File: src/rtl/mem_bridge.sv
// mem_bridge: turns the core's level-held read/write requests into req/gnt/rvalid bus beats and stalls the core until done
//   clk_i, reset_i (async, active-low)
//   core: rd_req_i/rd_addr_i, wr_req_i/wr_addr_i/wr_data_i/wr_be_i in; stall_o, done_o, rd_valid_o, rd_data_o, err_o out
//   bus:  bus_req_o, bus_we_o, bus_addr_o, bus_wdata_o, bus_be_o out; bus_gnt_i, bus_rvalid_i, bus_rdata_i in
module mem_bridge #(
    parameter int unsigned TIMEOUT_CYCLES = 64
) (
    input  logic        clk_i,
    input  logic        reset_i,
    input  logic        rd_req_i,
    input  logic [31:0] rd_addr_i,
    input  logic        wr_req_i,
    input  logic [31:0] wr_addr_i,
    input  logic [31:0] wr_data_i,
    input  logic [3:0]  wr_be_i,
    output logic        stall_o,
    output logic        done_o,
    output logic        rd_valid_o,
    output logic [31:0] rd_data_o,
    output logic        err_o,
    output logic        bus_req_o,
    output logic        bus_we_o,
    output logic [31:0] bus_addr_o,
    output logic [31:0] bus_wdata_o,
    output logic [3:0]  bus_be_o,
    input  logic        bus_gnt_i,
    input  logic        bus_rvalid_i,
    input  logic [31:0] bus_rdata_i
);
    typedef enum logic [2:0] {IDLE, WR_REQ, RD_REQ, RD_WAIT, DONE} state_t;
    state_t      state;
    logic        rd_op;
    logic [31:0] rd_addr;
    logic [31:0] wr_addr;
    logic [31:0] wr_data;
    logic [3:0]  wr_be;
    logic [31:0] cnt;
    logic        timeout;
    // cnt holds the number of cycles already spent in RD_REQ/RD_WAIT; this cycle is the last one allowed
    assign timeout = (TIMEOUT_CYCLES != 32'd0) && (cnt + 32'd1 == TIMEOUT_CYCLES);
    always_ff @(posedge clk_i or negedge reset_i) begin
        if (!reset_i) begin
            state     <= IDLE;
            rd_op     <= 1'b0;
            rd_addr   <= '0;
            wr_addr   <= '0;
            wr_data   <= '0;
            wr_be     <= '0;
            cnt       <= '0;
            rd_data_o <= '0;
            err_o     <= 1'b0;
        end else begin
            case (state)
                IDLE: if (rd_req_i || wr_req_i) begin
                    rd_op   <= rd_req_i;
                    rd_addr <= rd_addr_i;
                    wr_addr <= wr_addr_i;
                    wr_data <= wr_data_i;
                    wr_be   <= wr_be_i;
                    cnt     <= '0;
                    state   <= wr_req_i ? WR_REQ : RD_REQ;
                end
                WR_REQ: if (bus_gnt_i) begin
                    cnt   <= '0;
                    state <= rd_op ? RD_REQ : DONE;
                end
                RD_REQ: begin
                    cnt <= cnt + 32'd1;
                    if (timeout) begin
                        err_o     <= 1'b1;
                        rd_data_o <= 32'hDEAD_BEEF;
                        state     <= DONE;
                    end else if (bus_gnt_i) begin
                        state <= RD_WAIT;
                    end
                end
                RD_WAIT: begin
                    cnt <= cnt + 32'd1;
                    // data arriving on the last allowed cycle beats the timeout
                    if (bus_rvalid_i) begin
                        rd_data_o <= bus_rdata_i;
                        state     <= DONE;
                    end else if (timeout) begin
                        err_o     <= 1'b1;
                        rd_data_o <= 32'hDEAD_BEEF;
                        state     <= DONE;
                    end
                end
                DONE:    state <= IDLE;
                default: state <= IDLE;
            endcase
        end
    end
    // gated by reset_i so a held request cannot keep the core stalled while in reset
    assign stall_o     = reset_i && ((state inside {WR_REQ, RD_REQ, RD_WAIT}) || (state == IDLE && (rd_req_i || wr_req_i)));
    assign done_o      = state == DONE;
    assign rd_valid_o  = done_o && rd_op;
    assign bus_req_o   = state == WR_REQ || state == RD_REQ;
    assign bus_we_o    = state == WR_REQ;
    assign bus_addr_o  = (state == WR_REQ ? wr_addr : state == RD_REQ ? rd_addr : 32'h0) & 32'hFFFF_FFFC;
    assign bus_wdata_o = state == WR_REQ ? wr_data : 32'h0;
    assign bus_be_o    = state == WR_REQ ? wr_be : state == RD_REQ ? 4'hF : 4'h0;
endmodule

File: config.mk
export PLATFORM = sky130hd
export DESIGN_NAME = mem_bridge
export DESIGN_NICKNAME = d
export VERILOG_FILES = /design/src/rtl/mem_bridge.sv
export SDC_FILE = /design/constraint.sdc
export NUM_CORES = 1
export LEC_CHECK = 0
export ABC_AREA = 1
export CORE_MARGIN = 2
export CORE_UTILIZATION = 52
export DETAILED_ROUTE_END_ITERATION = 6
export HOLD_SLACK_MARGIN = 0.08
export PLACE_DENSITY = 0.89
export SYNTH_ARGS = -nofsm -noshare
export SYNTH_HDL_FRONTEND = slang
export SYNTH_SLANG_ARGS = --single-unit
File: constraint.sdc
create_clock -name clk_i -period 4.35 [get_ports clk_i]
set_input_delay 0.435 -clock clk_i [delete_from_list [all_inputs] [get_ports clk_i]]
set_output_delay 0.435 -clock clk_i [all_outputs]
set_load 0.1 [all_outputs]
==> results of run 1 <==
==> critical path, delay by kind of cell (launching register included) <==
family                 cells  cell delay [ns]
buffers and inverters      2             1.46
DFF                        1             0.45
and+or+nand+nor            2             0.50
==> sequential cells by signal, summed over array words and instances, names as in the netlist <==
register / flops
rd_data_o: 32
rd_op: 1
err_o: 1
rd_addr: 30
wr_addr: 30
wr_data: 32
wr_be: 4
cnt: 32
state: 3
==> worst min-delay path by stage <==
| stage | end | slack, ns | cells after the start | start |
|---|---|---|---|---|
| 3_3_place_gp | wr_data[23] | 0.45 | 1 | reset_i |
| 2_1_floorplan | cnt[0] | 0.14 | 0 | reset_i |
| 4_1_cts | rd_addr[30] | 0.48 | 2 | rd_addr[30] |
| 6_report | rd_addr[30] | 0.47 | 2 | rd_addr[30] |
| 3_5_place_dp | wr_data[23] | 0.46 | 1 | reset_i |
| 5_1_grt | rd_addr[14] | 0.49 | 2 | rd_addr[14] |
==> repair_timing <==
action | in CTS | in global routing
endpoints found under the hold margin | 58 | 0
setup endpoints to repair | 0 | 0
hold buffers | 1 | 0
==> synthesized netlist by cell type (all sizes together) <==
| master | number | area (um^2) |
|---|---|---|
| a21oi | 17 | 85.1 |
| nand4 | 2 | 12.5 |
| xnor2 | 3 | 26.3 |
| xor2 | 7 | 61.3 |
| conb | 1 | 3.75 |
| nor3 | 2 | 15.0 |
| inv | 112 | 420 |
| ha | 2 | 25.0 |
| a22o | 30 | 263 |
| buf | 7 | 57.5 |
| nor2 | 113 | 479 |
| nand2 | 434 | 1640 |
| o22ai | 7 | 43.8 |
| o21bai | 1 | 7.51 |
| nand3 | 31 | 155 |
| o21ai | 116 | 581 |
| dfrtp | 165 | 4130 |
| or2 | 24 | 150 |
| clkbuf | 46 | 173 |
==> kinds of logic after synthesis <==
| logic type | count (synthesis) | share of synthesized area |
|---|---|---|
| other cells | 1 | 0.000450 |
| fa+ha+maj | 2 | 0.00300 |
| flops | 165 | 0.496 |
| compound gates | 171 | 0.118 |
| simple gates | 606 | 0.295 |
| buf+inv | 165 | 0.0781 |
| xor+xnor | 10 | 0.0105 |
==> metrics by stage <==
step           worst slack [ns]  power [mW]
6_report                   1.05        10.2
5_1_grt                   0.954        10.7
4_1_cts                    1.04        10.2
3_5_place_dp               1.51        8.54
3_3_place_gp               1.60        8.40
2_1_floorplan              1.12        6.68
==> layer usage <==
metal	global-route usage	share of wire	up-vias
met5	0	0	-
met4	0.115	0.028	0
met3	0.0932	0.098	54
met2	0.472	0.49	337
met1	0.347	0.39	3762
li1	-	-	3909
==> power by group <==
part / total [mW] / leakage, nW / internal (mW) / switching [mW]
Clock: 1.68 / 0.310 / 1.05 / 0.626
Sequential: 2.44 / 2.08 / 2.12 / 0.318
Combinational: 6.10 / 3.27 / 1.73 / 4.37
==> final cells by class <==
cell class | instances | area [um^2]
clock inverter | 11 | 195
clock buffer | 21 | 460
tap | 216 | 270
sequential | 165 | 4130
inverter | 112 | 420
timing repair buffer | 249 | 2810
fill | 1118 | 3910
multi-input combinational | 791 | 3570
==> reports/metrics.yaml, run 1 <==
run_status: "finished, violations left"
violations: "DRC"
antenna_cells: 0
drt_drc_violations_left: 1
timing.rr.start: "state[1]"
power_leakage_nw: 5.66
setup_viol: 0
die_w_um: 131
setup_tns_ns: 0
drt_iter0_markers: 547
reg2reg_depth: 11
grt_max_degree: 85
final_cells: 1565
finalMaxSlewViolations: 0
num_rows: 46
vdd_drop_max_uv: 783
crit_path_start_kind: "flip-flop"
yosys_warnings: 0
rsz0062_at_grt: "false"
num_io_pins: 244
clock_path_buffers: 2
fin_util: 0.752
fin_nets: 1476
fin_area_um2: 11900
netlist_instances: 1120
die_area_um2: 17000
fmax_mhz: 303
core_um2: 15800
htreeDepth: 4
synth_cell_types: 28
grt_pass1_wl_mm: 38.0
path_class: "reg2out"
overflow: 0
cpPeakStageDelay_ns: 1.18
layout_commonest_cell: "nand2_1"
syn_area_um2: 8330
layout-drive-gt1-share: 0.0897
tightest_slew_ns: 1.03
start_util: 0.528
vias_per_cell: 5.15
power_density_nw_per_um2: 861
place_inst: 1532
r2r-end: "rd_data_o[18]"
end_kind: "primary output"
drv_cap: 0
skew_ns: 0.00672
hold_viol: 0
crit_arrival_ns: 2.87
place_congestion: 0.956
post_cts.repair.setup_buffers: 0
first_global_vias: 7884
wl_per_cell_um: 14.9
critPathCapture: "bus_wdata_o[31]"
clk_latency_ns: 0.43
postRouteAntennaNets: 0
firstDrtPassIters: 7
wirelength_mm: 23.3
ys_seq_area_frac: 0.496
track_usage: 0.285
cts_resized: 0
fin_hold_ws_ns: 0.472
cts_buffers: 17
period_share: 0.760
fin_crit_ns: 3.30
fp.dieH_um: 131
clock-sinks: 165
cp_slowest_cell: "clkdlybuf4s50_1"
cts_tree: "done"
most-common-layout-cells: "nand2_1, clkdlybuf4s50_1, dfrtp_1, inv_1, nor2_1"
syn_area_per_cell_um2: 7.44
hpwl_mm: 15.9
cp_max_fo: 36
cp_cell_sequence: "nor3_4, inv_2, nor2_1, clkdlybuf4s50_1"
ys_ff_latch: 165
cts-root-buf: "clkbuf_16"
vias: 8062
area_growth_pct: 42.4
io_buffer_count: 237
startpoint: "state[2]"
hold_class: "reg2reg"
crit_required_ns: 3.91
rrSetupSlack_ns: 1.49
placed_cell_area_um2: 11200
relSlewSlack: 0.309
clk_pin_slew_ns: 0.06
antenna_found_initial: 0
No activity file was read; power rests on OpenSTA's default activity.
==> run 2, diff against run 1 <==
CORE_UTILIZATION = 48   (was 52)
PLACE_DENSITY = 0.83   (was 0.89)
clock period = 3.1 ns   (was 4.35 ns; I/O delays follow)
==> reports/metrics.yaml, run 2 (synthesized netlist as in run 1, its figures left out) <==
cp_cell_sequence: "ha_1, nand2_1, nor2_4, nand3_1, nor2_1, xor2_1, nand2_1, nor2_1, nand3_1, buf_4, nand3_1, nand3_1, nand2_1, nand2_1"  # was nor3_4, inv_2, nor2_1, clkdlybuf4s50_1
cp_max_fo: 38  # was 36
power_leakage_nw: 5.72  # was 5.66 nW
fp.dieH_um: 136  # was 131 um
clk_latency_ns: 0.43  # about the same
crit_required_ns: 3.42  # was 3.91 ns
num_rows: 48  # was 46
cts_buffers: 17  # unchanged
grt_max_degree: 130  # was 85
layout_commonest_cell: "nand2_1"  # unchanged
drt_iter0_markers: 588  # was 547
timing.rr.start: "cnt[1]"  # was state[1]
core_um2: 17100  # was 15,800 um^2
setup_tns_ns: 0  # unchanged
overflow: 0  # unchanged
wirelength_mm: 22.8  # was 23.3 mm
clock_path_buffers: 2  # unchanged
io_buffer_count: 237  # unchanged
first_global_vias: 7666  # was 7,884
clk_pin_slew_ns: 0.06  # about the same
end_kind: "flip-flop"  # was primary output
grt_pass1_wl_mm: 36.9  # was 38.0 mm
vias: 7999  # was 8,062
place_congestion: 0.912  # was 0.956
htreeDepth: 4  # unchanged
cts_tree: "done"  # unchanged
num_io_pins: 244  # unchanged
reg_top3: "cnt x32, rd_data_o x32, wr_data x32"  # unchanged
vias_per_cell: 5.08  # was 5.15
hold_viol: 0  # unchanged
die_area_um2: 18400  # was 17,000 um^2
crit_family: "simple AND/OR/NAND/NOR gates"  # was buffers and inverters
antenna_cells: 0  # unchanged
firstDrtPassIters: 6  # was 7
drt_drc_violations_left: 0  # was 1
tightest_slew_ns: 1.00  # was 1.03 ns
die_w_um: 136  # was 131 um
start_util: 0.487  # was 0.528
fin_nets: 1477  # was 1,476
vdd_drop_max_uv: 1060  # was 783 uV
rsz0062_at_grt: "false"  # unchanged
clock-sinks: 165  # unchanged
skew_ns: 0.00668  # was 0.00672 ns
period_share: 0.838
drv_cap: 0  # unchanged
cpPeakStageDelay_ns: 0.41  # was 1.18 ns
wl_per_cell_um: 14.5  # was 14.9 um
hold_class: "in2async"  # was reg2reg
fin_crit_ns: 2.60
run_status: "finished clean"  # was finished, violations left
hpwl_mm: 15.8  # was 15.9 mm
path_buf_inv: 1  # was 2
fin_area_um2: 11700  # was 11,900 um^2
antenna_found_initial: 0  # unchanged
reg2reg_depth: 14  # was 11
rrSetupSlack_ns: 0.50  # was 1.49 ns
power_density_nw_per_um2: 1200  # was 861 nW/um^2
cts-root-buf: "clkbuf_16"  # unchanged
track_usage: 0.252  # was 0.285
crit_path_start_kind: "flip-flop"  # unchanged
layout-drive-gt1-share: 0.119  # was 0.0897
crit_arrival_ns: 2.92  # was 2.87 ns
relSlewSlack: 0.330  # was 0.309
r2r-end: "state[0]"  # was rd_data_o[18]
finalMaxSlewViolations: 0  # unchanged
fmax_mhz: 385
area_growth_pct: 41.0  # was 42.4%
setup_viol: 0  # unchanged
most-common-layout-cells: "nand2_1, dfrtp_1, clkdlybuf4s50_1, inv_1, nor2_1"  # was nand2_1, clkdlybuf4s50_1, dfrtp_1, inv_1, nor2_1
placed_cell_area_um2: 11100  # was 11,200 um^2
postRouteAntennaNets: 0  # unchanged
path_class: "reg2reg"  # was reg2out
cp_slowest_cell: "dfrtp_1"  # was clkdlybuf4s50_1
[run 2: cell count changes in the layout (fill, tap and decap cells not counted), sizes merged]
cell | previous run | this run
inv | 113 | 114
clkdlybuf4s50 | 200 | 162
bufinv | 5 | 2
buf | 48 | 87
clkbuf | 21 | 22
[run 2: worst max path at each step]
stage | startpoint | end | slack (ns) | depth (start not counted)
2_1_floorplan | state[1] | rd_valid_o | 0.21 | 3
3_3_place_gp | cnt[1] | state[1] | 0.62 | 17
3_5_place_dp | cnt[1] | state[1] | 0.61 | 17
4_1_cts | cnt[1] | state[1] | 0.54 | 14
5_1_grt | cnt[1] | rd_data_o[13] | 0.20 | 16
6_report | cnt[1] | state[0] | 0.50 | 14
[run 2: repair_timing]
item / CTS / global route
endpoints found under the hold margin: 20 / 0
setup buffers: 0 / 0
resized for setup: 0 / 0
hold buffers: 1 / 0
[run 2: layer usage]
| layer | part of all wire | up-vias | global-route usage |
|---|---|---|---|
| li1 | - | 3918 | - |
| met1 | 0.41 | 3759 | 0.318 |
| met2 | 0.49 | 293 | 0.414 |
| met3 | 0.090 | 29 | 0.0838 |
| met4 | 0.015 | 0 | 0.0741 |
| met5 | 0 | - | 0 |
[run 2: cell type report]
| cell class | instances | area (um^2) |
|---|---|---|
| fill | 1409 | 5370 |
| sequential | 165 | 4130 |
| multi-input combinational | 791 | 3570 |
| timing repair buffer | 250 | 2750 |
| clock buffer | 22 | 474 |
| inverter | 112 | 420 |
| tap | 225 | 282 |
| clock inverter | 9 | 118 |
[run 2: report_power, final]
group	internal (mW)	switching (mW)
Sequential	2.98	0.444
Clock	1.25	0.887
Combinational	2.42	6.10
[run 2: metrics by stage]
step                worst slack, ns  hold WS (ns)   util  cells  total power, mW
finish                        0.503         0.300  0.686   1574             14.1
global route                  0.197         0.337  0.686   1574             14.8
CTS                           0.537         0.305  0.686   1574             14.2
detailed placement            0.609         0.184  0.651   1542             12.0
global placement              0.615         0.186  0.651   1542             11.8
floorplan                     0.211        0.0144      -   1121             9.37
==> run 3, diff against run 2 <==
clock period = 2.4 ns   (was 3.1 ns; I/O delays follow)
==> reports/metrics.yaml, run 3 (synthesized netlist as in run 1, its figures left out) <==
drt_drc_violations_left: 0  # unchanged
reg_top3: "cnt x32, rd_data_o x32, wr_data x32"  # unchanged
p_clk_frac: 0.143  # was 0.152
start_util: 0.487  # unchanged
num_rows: 48  # unchanged
cts_tree: "done"  # unchanged
core_um2: 17100  # unchanged
relSlewSlack: 0.285  # was 0.330
clk_pin_slew_ns: 0.07  # was 0.06 ns
setup_viol: 35  # was 0
place_congestion: 0.927  # was 0.912
r2r-end: "rd_data_o[7]"  # was state[0]
clock-sinks: 165  # unchanged
crit_required_ns: 2.74  # was 3.42 ns
crit_path_start_kind: "flip-flop"  # unchanged
rsz0062_at_grt: "true"  # was false
reg2reg_depth: 16  # was 14
crit_arrival_ns: 2.90  # was 2.92 ns
finalMaxSlewViolations: 0  # unchanged
antenna_cells: 0  # unchanged
combPwrFrac: 0.622  # was 0.605
overflow: 0  # unchanged
num_io_pins: 244  # unchanged
run_status: "finished, violations left"  # was finished clean
clock_path_buffers: 2  # unchanged
layout-drive-gt1-share: 0.184  # was 0.119
layout_commonest_cell: "nand2_1"  # unchanged
grt_max_degree: 130  # unchanged
hpwl_mm: 16.2  # was 15.8 mm
fmax_mhz: 392  # was 385 MHz
io_buffer_count: 237  # unchanged
layout_setup_ws_ns: -0.153  # was 0.503 ns
hold_class: "in2async"  # unchanged
power_density_nw_per_um2: 1510  # was 1200 nW/um^2
rrSetupSlack_ns: -0.15  # was 0.50 ns
cts-root-buf: "clkbuf_16"  # unchanged
clk_latency_ns: 0.43  # about the same
fin_crit_ns: 2.55  # was 2.60 ns
violations: "setup timing"
die_area_um2: 18400  # unchanged
vias_per_cell: 5.10  # was 5.08
p_int_mw: 8.83  # was 6.65 mW
vias: 8118  # was 7,999
antenna_found_initial: 0  # unchanged
power_mw: 18.8  # was 14.1 mW
tightest_slew_ns: 1.07  # was 1.00 ns
drv_cap: 0  # unchanged
drt_iter0_markers: 568  # was 588
power_leakage_nw: 6.03  # was 5.72 nW
wl_per_cell_um: 15.0  # was 14.5 um
hold_viol: 0  # unchanged
fin_nets: 1494  # was 1,477
postRouteAntennaNets: 0  # unchanged
htreeDepth: 4  # unchanged
first_global_vias: 7845  # was 7,666
cp_max_fo: 7  # was 38
p_sw_mw: 9.99  # was 7.43 mW
timing.rr.start: "cnt[0]"  # was cnt[1]
vdd_drop_max_uv: 1090  # was 1060 uV
switching_share: 0.531  # was 0.528
seqPwrFrac: 0.235  # was 0.243
most-common-layout-cells: "nand2_1, dfrtp_1, clkdlybuf4s50_1, inv_1, nor2_1"  # unchanged
place_inst: 1548  # was 1,542
track_usage: 0.254  # was 0.252
path_class: "reg2reg"  # unchanged
end_kind: "flip-flop"  # unchanged
fp.dieH_um: 136  # unchanged
period_share: 1.06  # was 0.838
area_growth_pct: 49.5  # was 41.0%
final_cells: 1592  # was 1,574
wirelength_mm: 23.9  # was 22.8 mm
firstDrtPassIters: 5  # was 6
die_w_um: 136  # unchanged
skew_ns: 0.00780  # was 0.00668 ns
grt_pass1_wl_mm: 37.5  # was 36.9 mm
cts_buffers: 17  # unchanged
## run 3: cell count changes in the layout (fill, tap and decap cells not counted), moves of 15 or more
cell             previous run  this run
clkdlybuf4s50_1           162       132
o21ai_0                    94        69
buf_12                     37        74
nand2_1                   429       412
nand2_2                     5        20
o21ai_1                    22        46
## run 3: repair_timing
action                                  in CTS  in global routing
pin swaps                                    2                 23
gates cloned                                 0                  3
hold buffers                                 1                  0
endpoints found under the setup margin      56                 49
resized for setup                           10                 60
hold endpoints to repair                    34                  0
setup buffers                                2                  6
## run 3: power by group through the flow
stage	sequential (mW)	combinational [mW]	clock, mW
final	4.43	11.7	2.69
after global routing	4.55	12.4	2.83
after CTS	4.42	11.6	2.73
after detailed placement	4.45	11.5	0
after global placement	4.39	11.3	0
after floorplan	5.78	6.35	0
## run 3: final cells by class
class	instances	area [um^2]
Fill cell	1222	4660
Sequential cell	165	4130
Multi-Input combinational cell	791	3730
Timing Repair Buffer	267	3320
Clock buffer	18	439
Inverter	112	420
Tap cell	225	282
Clock inverter	14	134
## run 3: worst max path at each step
stage / from / endpoint / cells past startpoint / slack (ns)
floorplan: state[2] / bus_wdata_o[22] / 4 / -0.24
CTS: cnt[0] / rd_data_o[11] / 16 / 0.02
detailed placement: cnt[1] / rd_data_o[7] / 16 / -0.10
global placement: cnt[1] / rd_data_o[13] / 16 / -0.01
finish: cnt[0] / rd_data_o[7] / 16 / -0.15
global route: cnt[1] / rd_data_o[0] / 16 / -0.32
## run 3: metal layers
metal | vias up | track usage | wire [um]
met3 | 44 | 0.0819 | 2180
met5 | - | 0 | 0
met1 | 3805 | 0.317 | 9350
met4 | 0 | 0.0903 | 559
met2 | 317 | 0.417 | 11800
li1 | 3952 | - | -
## run 3: metrics by stage
| step | instance area [um^2] | hold slack (ns) | TNS [ns] | util | setup slack [ns] |
|---|---|---|---|---|---|
| after global routing | 12500 | 0.322 | -9.30 | 0.728 | -0.318 |
| after global placement | 11600 | 0.169 | -0.0835 | 0.676 | -0.0126 |
| after floorplan | 8350 | -0.0556 | -7.31 | - | -0.244 |
| final | 12500 | 0.269 | -2.75 | 0.728 | -0.153 |
| after CTS | 12200 | 0.276 | 0 | 0.713 | 0.0167 |
| after detailed placement | 11600 | 0.168 | -1.09 | 0.676 | -0.103 |
## run 3: worst max-delay path, stage by stage, from the launching register on
cell and delay, ns:
dfrtp_1 0.36, ha_2 0.20, nand2_2 0.07, nor2_4 0.21, nand2_4 0.11, nor2_4 0.18, nand2_1 0.09, nand2_2 0.11
nand2_2 0.06, nor2_2 0.11, nand2_1 0.07, nor2_2 0.15, nand3_4 0.20, buf_12 0.21, nand2_1 0.05, o21ai_1 0.06
o21ai_1 0.22
